[src/rtl/reg_acc_mac.sv]
// reg_acc_mac: parametrised accumulator register with legacy load/inc/clear,
// add-accumulate, decrement, sticky overflow and a dot-product sequencer.
//
// Ports:
//   clk         rising-edge clock
//   rst         asynchronous active-high reset
//   i_start     begin a dot-product run (honoured only in IDLE)
//   i_mux_load  load i_mux_in
//   i_alu_load  load i_alu_in
//   i_acc_en    accumulate i_alu_in
//   i_inc       increment
//   i_dec       decrement
//   i_clear     zero the accumulator; aborts a run
//   i_alu_in    ALU/multiplier result
//   i_mux_in    bus-mux data
//   o_data_out  accumulator value
//   o_count     accumulate beats completed in the current run
//   o_busy      high while accumulating a run
//   o_done      one-cycle pulse at the end of a run
//   o_ovf       sticky unsigned carry/borrow flag
//
// Optional feature: define REG_ACC_SAT_EN to make acc/inc saturate at all
// ones and dec saturate at zero (ovf still sets on saturation).
module reg_acc_mac #(
    parameter int WIDTH = 16,
    parameter int TERMS = 4,
    localparam int CW = $clog2(TERMS + 1)
) (
    input  logic             clk,
    input  logic             rst,
    input  logic             i_start,
    input  logic             i_mux_load,
    input  logic             i_alu_load,
    input  logic             i_acc_en,
    input  logic             i_inc,
    input  logic             i_dec,
    input  logic             i_clear,
    input  logic [WIDTH-1:0] i_alu_in,
    input  logic [WIDTH-1:0] i_mux_in,
    output logic [WIDTH-1:0] o_data_out,
    output logic [CW-1:0]    o_count,
    output logic             o_busy,
    output logic             o_done,
    output logic             o_ovf
);
    typedef enum logic [1:0] {IDLE, ACCUM, DONE} state_t;
    state_t           r_state, w_next;
    logic [WIDTH-1:0] r_data, w_nxt_data;
    logic [CW-1:0]    r_count, w_nxt_count;
    logic             r_ovf, w_nxt_ovf;
    logic [WIDTH-1:0] w_addend, w_add_res, w_dec_res;
    logic [WIDTH:0]   w_sum;
    logic             w_borrow;
    // One adder serves both accumulate and increment; acc_en outranks inc.
    assign w_addend = i_acc_en ? i_alu_in : WIDTH'(1);
    assign w_sum    = {1'b0, r_data} + {1'b0, w_addend};
    assign w_borrow = (r_data == '0);
`ifdef REG_ACC_SAT_EN
    assign w_add_res = w_sum[WIDTH] ? '1 : w_sum[WIDTH-1:0];
    assign w_dec_res = w_borrow ? '0 : r_data - WIDTH'(1);
`else
    assign w_add_res = w_sum[WIDTH-1:0];
    assign w_dec_res = r_data - WIDTH'(1);
`endif
    always_comb begin
        w_next      = r_state;
        w_nxt_data  = r_data;
        w_nxt_count = r_count;
        w_nxt_ovf   = r_ovf;
        case (r_state)
            IDLE: begin
                if (i_start) begin
                    w_nxt_data  = '0;
                    w_nxt_count = '0;
                    w_nxt_ovf   = 1'b0;
                    w_next      = ACCUM;
                end else if (i_mux_load) begin
                    w_nxt_data = i_mux_in;
                    w_nxt_ovf  = 1'b0;
                end else if (i_alu_load) begin
                    w_nxt_data = i_alu_in;
                    w_nxt_ovf  = 1'b0;
                end else if (i_acc_en || i_inc) begin
                    w_nxt_data = w_add_res;
                    w_nxt_ovf  = r_ovf | w_sum[WIDTH];
                end else if (i_dec) begin
                    w_nxt_data = w_dec_res;
                    w_nxt_ovf  = r_ovf | w_borrow;
                end else if (i_clear) begin
                    w_nxt_data  = '0;
                    w_nxt_count = '0;
                    w_nxt_ovf   = 1'b0;
                end
            end
            ACCUM: begin
                if (i_clear) begin
                    w_nxt_data  = '0;
                    w_nxt_count = '0;
                    w_nxt_ovf   = 1'b0;
                    w_next      = IDLE;
                end else if (i_acc_en) begin
                    w_nxt_data  = w_add_res;
                    w_nxt_ovf   = r_ovf | w_sum[WIDTH];
                    w_nxt_count = r_count + CW'(1);
                    w_next      = (r_count == CW'(TERMS - 1)) ? DONE : ACCUM;
                end
            end
            DONE:    w_next = IDLE;
            default: w_next = IDLE;
        endcase
    end
    always_ff @(posedge clk or posedge rst) begin
        if (rst) begin
            r_state <= IDLE;
            r_data  <= '0;
            r_count <= '0;
            r_ovf   <= 1'b0;
        end else begin
            r_state <= w_next;
            r_data  <= w_nxt_data;
            r_count <= w_nxt_count;
            r_ovf   <= w_nxt_ovf;
        end
    end
    // busy/done decode straight from state so async reset clears them at once.
    assign o_data_out = r_data;
    assign o_count    = r_count;
    assign o_ovf      = r_ovf;
    assign o_busy     = (r_state == ACCUM);
    assign o_done     = (r_state == DONE);
endmodule

[config.mk]
export PLATFORM = sky130hd
export DESIGN_NAME = reg_acc_mac
export DESIGN_NICKNAME = d
export VERILOG_FILES = /design/src/rtl/reg_acc_mac.sv
export SDC_FILE = /design/constraint.sdc
export NUM_CORES = 1
export LEC_CHECK = 0
export BUFFER_PORTS_ARGS = -buffer_cell sky130_fd_sc_hd__buf_2
export CAP_MARGIN = 10
export CORE_MARGIN = 5
export CORE_UTILIZATION = 35
export DETAILED_ROUTE_END_ITERATION = 8
export HOLD_SLACK_MARGIN = 0.03
export PLACE_DENSITY = 0.55
export REMOVE_ABC_BUFFERS = 1
export SETUP_SLACK_MARGIN = 0.2
export SYNTH_ARGS = -nofsm -noshare
export SYNTH_HDL_FRONTEND = slang
export SYNTH_SLANG_ARGS = --single-unit
[constraint.sdc]
create_clock -name clk -period 2.4 [get_ports clk]
set_input_delay 0.48 -clock clk [delete_from_list [all_inputs] [get_ports clk]]
set_output_delay 0.48 -clock clk [all_outputs]
set_load 0.01 [all_outputs]
==> impl_metrics.tcl, run 1 <==
set metrics [dict create \
    status "finished clean" \
    ys_types 70 \
    criticalPathCategory "reg2reg" \
    worstPathRequired_ps 2580 \
    gp_congestion 0.967 \
    vdd_ir_drop_max_mv 0.379 \
    rows 33 \
    ys_seq_area_share_pct 18.5 \
    whs_ps 236 \
    hold_viol 0 \
    antennaDiodeCount 0 \
    grt_max_degree 29 \
    drive_gt1_share_pct 36.3 \
    yosys_warnings 0 \
    worst_pin_slew_ps 514 \
    cts_buffer_depth 2 \
    drt_iter0_drc 280 \
    clock.fmax_mhz 434 \
    drtAntennaViolNets 0 \
    cap_violations 0 \
    p_per_area_nw_per_um2 570 \
    crit_fanout 6 \
    cts_tree "done" \
    clkLatencyLatePin_ps 280 \
    finalSetupViolations 0 \
    start_util_pct 36.1 \
    clk_pin_slew_ps 100 \
    relSlewSlack_pct 65.4 \
    routed_wl_um 12000 \
    areaGrowthSynthToFinish_pct 42.3 \
    cts_buffers 3 \
    grt_usage_pct 22.8 \
    clkSinkCount 22 \
    syn_area_sq_um 2980 \
    hold_path.class "in2async" \
    nets 587 \
    post_drt_wl_per_cell_um 19.1 \
    dieArea_sq_um 10500 \
    syn_avg_cell_area_sq_um 7.46 \
    period_needed_ps 2310 \
    vias 3636 \
    overflow 0 \
    reg2regPathDepth 8 \
    drcViolationCount 0 \
    cts_max_level 1 \
    dieWidth_um 102 \
    syn_inst 399 \
    via_per_inst 5.78 \
    fillerInstances 833 \
    drtPass1Iterations 4 \
    root_buffer "clkbuf_8" \
    tns_ps 0 \
    grt_pass1_vias 3500 \
    p_leak_nw 1.95 \
    skew_ps 2.22 \
    dp.final_hpwl_um 9420 \
    async_reset_ff_share_pct 100 \
    ys.flop_type "dfrtp_1" \
    coreArea_sq_um 8260 \
    synth_seq_cells 22 \
    rsz0062_at_grt "true" \
    slew_viol_final 0 \
    ioPinCount 63 \
    end_kind "flip-flop" \
    die_h_um 102 \
    reg2reg_slack_ps 90 \
    synth_edf_count 0 \
    startpoint_type "flip-flop" \
    io_buffers 62 \
    antenna_found_initial 0 \
    grt_first_pass_wirelength_um 18500 \
    cp.arrival_ps 2480 \
    period_share_pct 96.1 \
]
-- cell usage after synthesis (11+ instances only) --
| library cell | count | area, sq um |
|---|---|---|
| nor3_1 | 12 | 60.1 |
| o21ai_0 | 29 | 145 |
| nor2_1 | 28 | 105 |
| and2_1 | 14 | 87.6 |
| xnor2_1 | 11 | 96.3 |
| inv_1 | 12 | 45.0 |
| dfrtp_1 | 22 | 551 |
| nand2_1 | 39 | 146 |
| ha_1 | 20 | 250 |
| clkbuf_1 | 18 | 67.6 |
| a21oi_1 | 39 | 195 |
-- report_power, final --
group	switching, W	internal [W]
Sequential	0.0000847	0.000430
Combinational	0.000793	0.000723
Clock	0.000160	0.000224
Total	0.00104	0.00138
-- cells in the final DEF, fill, tap and decap left out, types with 4 or more instances in the layout --
cell type and instances:
o32ai_1 4, o21ai_0 26, nor2_1 27, o211ai_1 8, and3_1 4, and2_1 14, a211oi_1 4, nor3_1 12
a21oi_2 4, a31oi_1 4, nand2b_1 6, o21ai_1 9, mux2i_1 6, inv_1 11, nor4_1 5, o22ai_1 4
xor2_1 6, buf_4 76, buf_6 9, nand3_1 7, a21oi_1 34, nand2_1 39, nor2b_1 5, dfrtp_1 22
xnor2_1 10, buf_2 61, a21o_1 5, ha_1 16
-- flip-flops by register name (all words and copies together), names as in the netlist --
register and count:
o_ovf 1, r_state 2, o_data_out 16, o_count 3
-- stage by stage --
step / total power, W / setup WS [ps] / utilization (%) / std cells / cell area [sq um]
after global routing: 0.00257 / 4.60 / 51.3 / 629 / 4240
final: 0.00241 / 94.5 / 51.3 / 629 / 4240
after detailed placement: 0.00186 / -291 / 47.0 / 616 / 3880
after floorplan: 0.00126 / 27.9 / - / 373 / 2860
after global placement: 0.00184 / -208 / 47.0 / 616 / 3880
after CTS: 0.00228 / 167 / 49.0 / 624 / 4050
-- critical path, cell delays in order, from the launching register on --
cell	delay, ps
dfrtp_1	430
buf_4	150
buf_6	120
or4_4	590
o41ai_4	320
a21oi_1	110
a211o_1	250
a22oi_2	160
o21ai_1	90
-- final cells by class --
cell class	instances	area (sq um)	area share, %
sequential	22	551	13.0
clock buffer	3	41.3	0.975
timing repair buffer	147	997	23.5
tap	105	131	3.10
inverter	13	48.8	1.15
multi-input combinational	338	2440	57.5
clock inverter	1	30.0	0.709
-- path summary, 6_finish.rpt --
check,from,endpoint
worst max-delay path,o_data_out[0],o_data_out[7]
worst min-delay path,rst,o_count[1]
worst max register to register,o_data_out[0],o_data_out[7]
worst min register to register,r_state[1],r_state[0]
max in group asynchronous,rst,o_data_out[1]
min in group clk,r_state[1],r_state[0]
-- logic make-up after synthesis --
family / Yosys count / synth area share, %
flip-flops: 22 / 18.5
AO/OA/AOI/OAI: 146 / 32.8
XOR/XNOR: 19 / 5.59
adder cells (fa/ha/maj): 21 / 9.08
buffers and inverters: 39 / 5.59
multiplexers: 6 / 2.02
AND/OR/NAND/NOR: 146 / 26.5
-- per-layer routing --
layer | wire (um) | up-vias | GRT usage [%]
li1 | - | 1738 | -
met1 | 5310 | 1751 | 30.8
met2 | 5750 | 124 | 38.4
met3 | 692 | 23 | 2.53
met4 | 271 | 0 | 6.46
met5 | 0 | - | 0
-- what timing repair did --
action,CTS,global route
setup endpoints to repair,7,13
setup buffers,4,5
gates resized for setup,18,31
hold buffers,0,0
pin swaps,6,16
(Power assumes the default switching activity.)
==> run 2: changes to the inputs <==
--- a/config.mk
+++ b/config.mk
@@ -5,6 +5,7 @@
 export SDC_FILE = /design/constraint.sdc
 export NUM_CORES = 1
 export LEC_CHECK = 0
+export ABC_AREA = 1
 export BUFFER_PORTS_ARGS = -buffer_cell sky130_fd_sc_hd__buf_2
 export CAP_MARGIN = 10
 export CORE_MARGIN = 5
==> run 2 against run 1 <==
Compared with the run above: hold slack is essentially flat; cell count grew 25%; via count grew 4.5%; combinational power grew 8%; clock skew grew 7.0 ps; sequential share of layout area grew 0.94 points; global-route usage shrank 2.8 points; final area shrank 6.3%; die area grew 7.8%; first-iteration DRC count shrank 8.9%; worst setup slack gained 240 ps; routed wire length shrank 6.4%; critical path type is now in2reg; largest cell class unchanged; highest routed layer unchanged.
==> impl_metrics.tcl, run 2 <==
set metrics [dict create \
    die_h_um 106 \
    cp-startpoint "i_acc_en" \
    worstPathCellList "buf_4 -> nand2_1 -> inv_1 -> ha_1 -> nand2_1 -> nand2_1 -> nand2_1 -> nand3_2 -> or2_2 -> nand3_1 -> nand3b_1 -> nand2_1 -> nand2_1 -> a21oi_1 -> nor2_1" \
    comb_power_share_pct 64.4 \
    syn_inst 599 \
    cp_slowest_stage_delay_ps 340 \
    areaGrowthSynthToFinish_pct 22.7 \
    syn_area_sq_um 3240 \
    root_buffer "clkbuf_8" \
    p_per_area_nw_per_um2 640 \
    p_leak_nw 2.40 \
    async_reset_ff_share_pct 100 \
    synth_top_area_share_pct 24.2 \
    end_kind "flip-flop" \
    clock.fmax_mhz 485 \
    rows 35 \
    cap_violations 0 \
    ys_types 35 \
    clkSinkCount 22 \
    via_per_inst 4.83 \
    ys.flop_type "dfrtp_1" \
    cts_hold_buf 0 \
    hold_path.class "in2async" \
    worst_path_max_delay_cell "ha_1" \
    clk_pin_slew_ps 120 \
    cp_top_family "simple AND/OR/NAND/NOR gates" \
    start_util_pct 35.5 \
    crit_fanout 10 \
    period_needed_ps 2060 \
    overflow 0 \
    p_sw_w 0.00130 \
    critPathBufInv 2 \
    yosysMostFrequentCell "nand2_1" \
    post_drt_wl_per_cell_um 14.3 \
    worstPathRequired_ps 2600 \
    cp.arrival_ps 2260 \
    antennaDiodeCount 0 \
    rsz0062_at_grt "false" \
    synthTopCellsByArea "nand2_1 24%, dfrtp_1 17%, inv_1 11%" \
    gp_congestion 0.942 \
    fin_ws_ps 339 \
    synth_seq_cells 22 \
    hold_viol 0 \
    whs_ps 236 \
    dieWidth_um 106 \
    synth.largest_area_cell "nand2_1" \
    reg2regPathDepth 12 \
    vias 3800 \
    period_share_pct 85.9 \
    vdd_ir_drop_max_mv 0.287 \
    drtAntennaViolNets 0 \
    cts_buffer_depth 2 \
    crit_path_end "o_data_out[6]" \
    drcViolationCount 0 \
    crit_top_cell "nand2_1" \
    reg2reg_slack_ps 340 \
    cts_max_level 1 \
    drtPass1Iterations 4 \
    cp.depth 15 \
    io_buffers 62 \
    reg2reg_from "o_data_out[3]" \
    syn_avg_cell_area_sq_um 5.40 \
    antenna_found_initial 0 \
    final_common_cell "nand2_1" \
    ys_seq_area_share_pct 17.0 \
    criticalPathCategory "in2reg" \
    relSlewSlack_pct 76.0 \
    grt_max_degree 28 \
    place_ws_ps -70.0 \
    startpoint_type "input pin" \
    synth_edf_count 0 \
    power.clock.fraction_pct 12.8 \
    r2r-end "o_data_out[6]" \
    intPower_w 0.00124 \
    cts_tree "done" \
    dieArea_sq_um 11300 \
    finalSetupViolations 0 \
    clkLatencyLatePin_ps 290 \
    nets 739 \
    grt_usage_pct 20.0 \
    final_cell_mix "206 x nand2_1, 97 x inv_1, 81 x nor2_1" \
    dp.final_hpwl_um 8530 \
    largest_reg_flops 16 \
    p_sw_share_pct 51.3 \
    worst_pin_slew_ps 360 \
    tns_ps 0 \
    ioPinCount 63 \
    grt_pass1_vias 3690 \
    coreArea_sq_um 9110 \
    skew_ps 9.21 \
    drive_gt1_share_pct 19.8 \
    utilization_pct 43.6 \
    pwr-share-seq_pct 22.9 \
    status "finished clean" \
    yosys_warnings 0 \
    slew_viol_final 0 \
    cts_buffers 3 \
    drt_iter0_drc 255 \
    grt_first_pass_wirelength_um 18400 \
    routed_wl_um 11300 \
    synth_common_cells "209 x nand2_1, 97 x inv_1, 82 x nor2_1" \
]
run 2: changes by cell type after synthesis, sizes merged, moves of 14 or more:
cell	change
clkbuf	-15
and2	-14
nand2	+173
nand3	+53
o21ai	-18
inv	+88
nor2	+62
run 2: power by group through the flow:
stage | Clock (W) | Sequential, W | Combinational (W)
floorplan | 0 | 0.000609 | 0.000979
global placement | 0 | 0.000576 | 0.00154
detailed placement | 0 | 0.000581 | 0.00155
CTS | 0.000329 | 0.000574 | 0.00156
global route | 0.000345 | 0.000596 | 0.00185
finish | 0.000324 | 0.000581 | 0.00164
run 2: repair_timing:
action | CTS | global route
buffers inserted | 0 | 2
resized for setup | 0 | 27
setup endpoints to repair | 0 | 14
endpoints found under the hold margin | 0 | 0
run 2: cells by family (layout without fill, tap and decap cells):
| group | Yosys count | count (layout) | synth area share [%] |
|---|---|---|---|
| flops | 22 | 22 | 17.0 |
| buf+inv | 115 | 192 | 14.4 |
| fa+ha+maj | 21 | 21 | 8.35 |
| xor+xnor | 4 | 4 | 1.08 |
| simple gates | 379 | 379 | 49.4 |
| compound gates | 58 | 58 | 9.78 |
run 2: final cells by class:
class | count | area (sq um)
sequential | 22 | 553
inverter | 102 | 389
timing repair buffer | 86 | 497
fill | 1087 | 5140
multi-input combinational | 462 | 2340
tap | 111 | 139
clock buffer | 4 | 55.1
run 2: worst min path at each step:
stage                           from              to  slack [ps]  cells after the start
after global routing             rst  o_data_out[15]         280                      3
after CTS                        rst      o_count[2]         250                      3
after global placement    o_count[1]      o_count[1]         530                      2
final                            rst   o_data_out[0]         240                      3
after detailed placement  o_count[1]      o_count[1]         530                      2
after floorplan                  rst      o_count[0]         470                      1
run 2: metrics by stage:
step	total power, W	instances	area (sq um)
after global routing	0.00279	787	3970
after CTS	0.00246	785	3830
after detailed placement	0.00213	781	3770
final	0.00254	787	3970
after global placement	0.00212	781	3770
after floorplan	0.00159	586	3160
run 2: routing by layer:
metal | routed length, um | part of all wire (%) | GRT usage [%]
met3 | 433 | 3.8 | 2.85
met4 | 187 | 1.7 | 3.98
met1 | 5570 | 50 | 27.6
met2 | 5060 | 45 | 33.3
met5 | 0 | 0 | 0
run 2: tightest hold or removal path: stages:
cell and delay [ps]:
buf_2 90, inv_1 40, buf_4 330
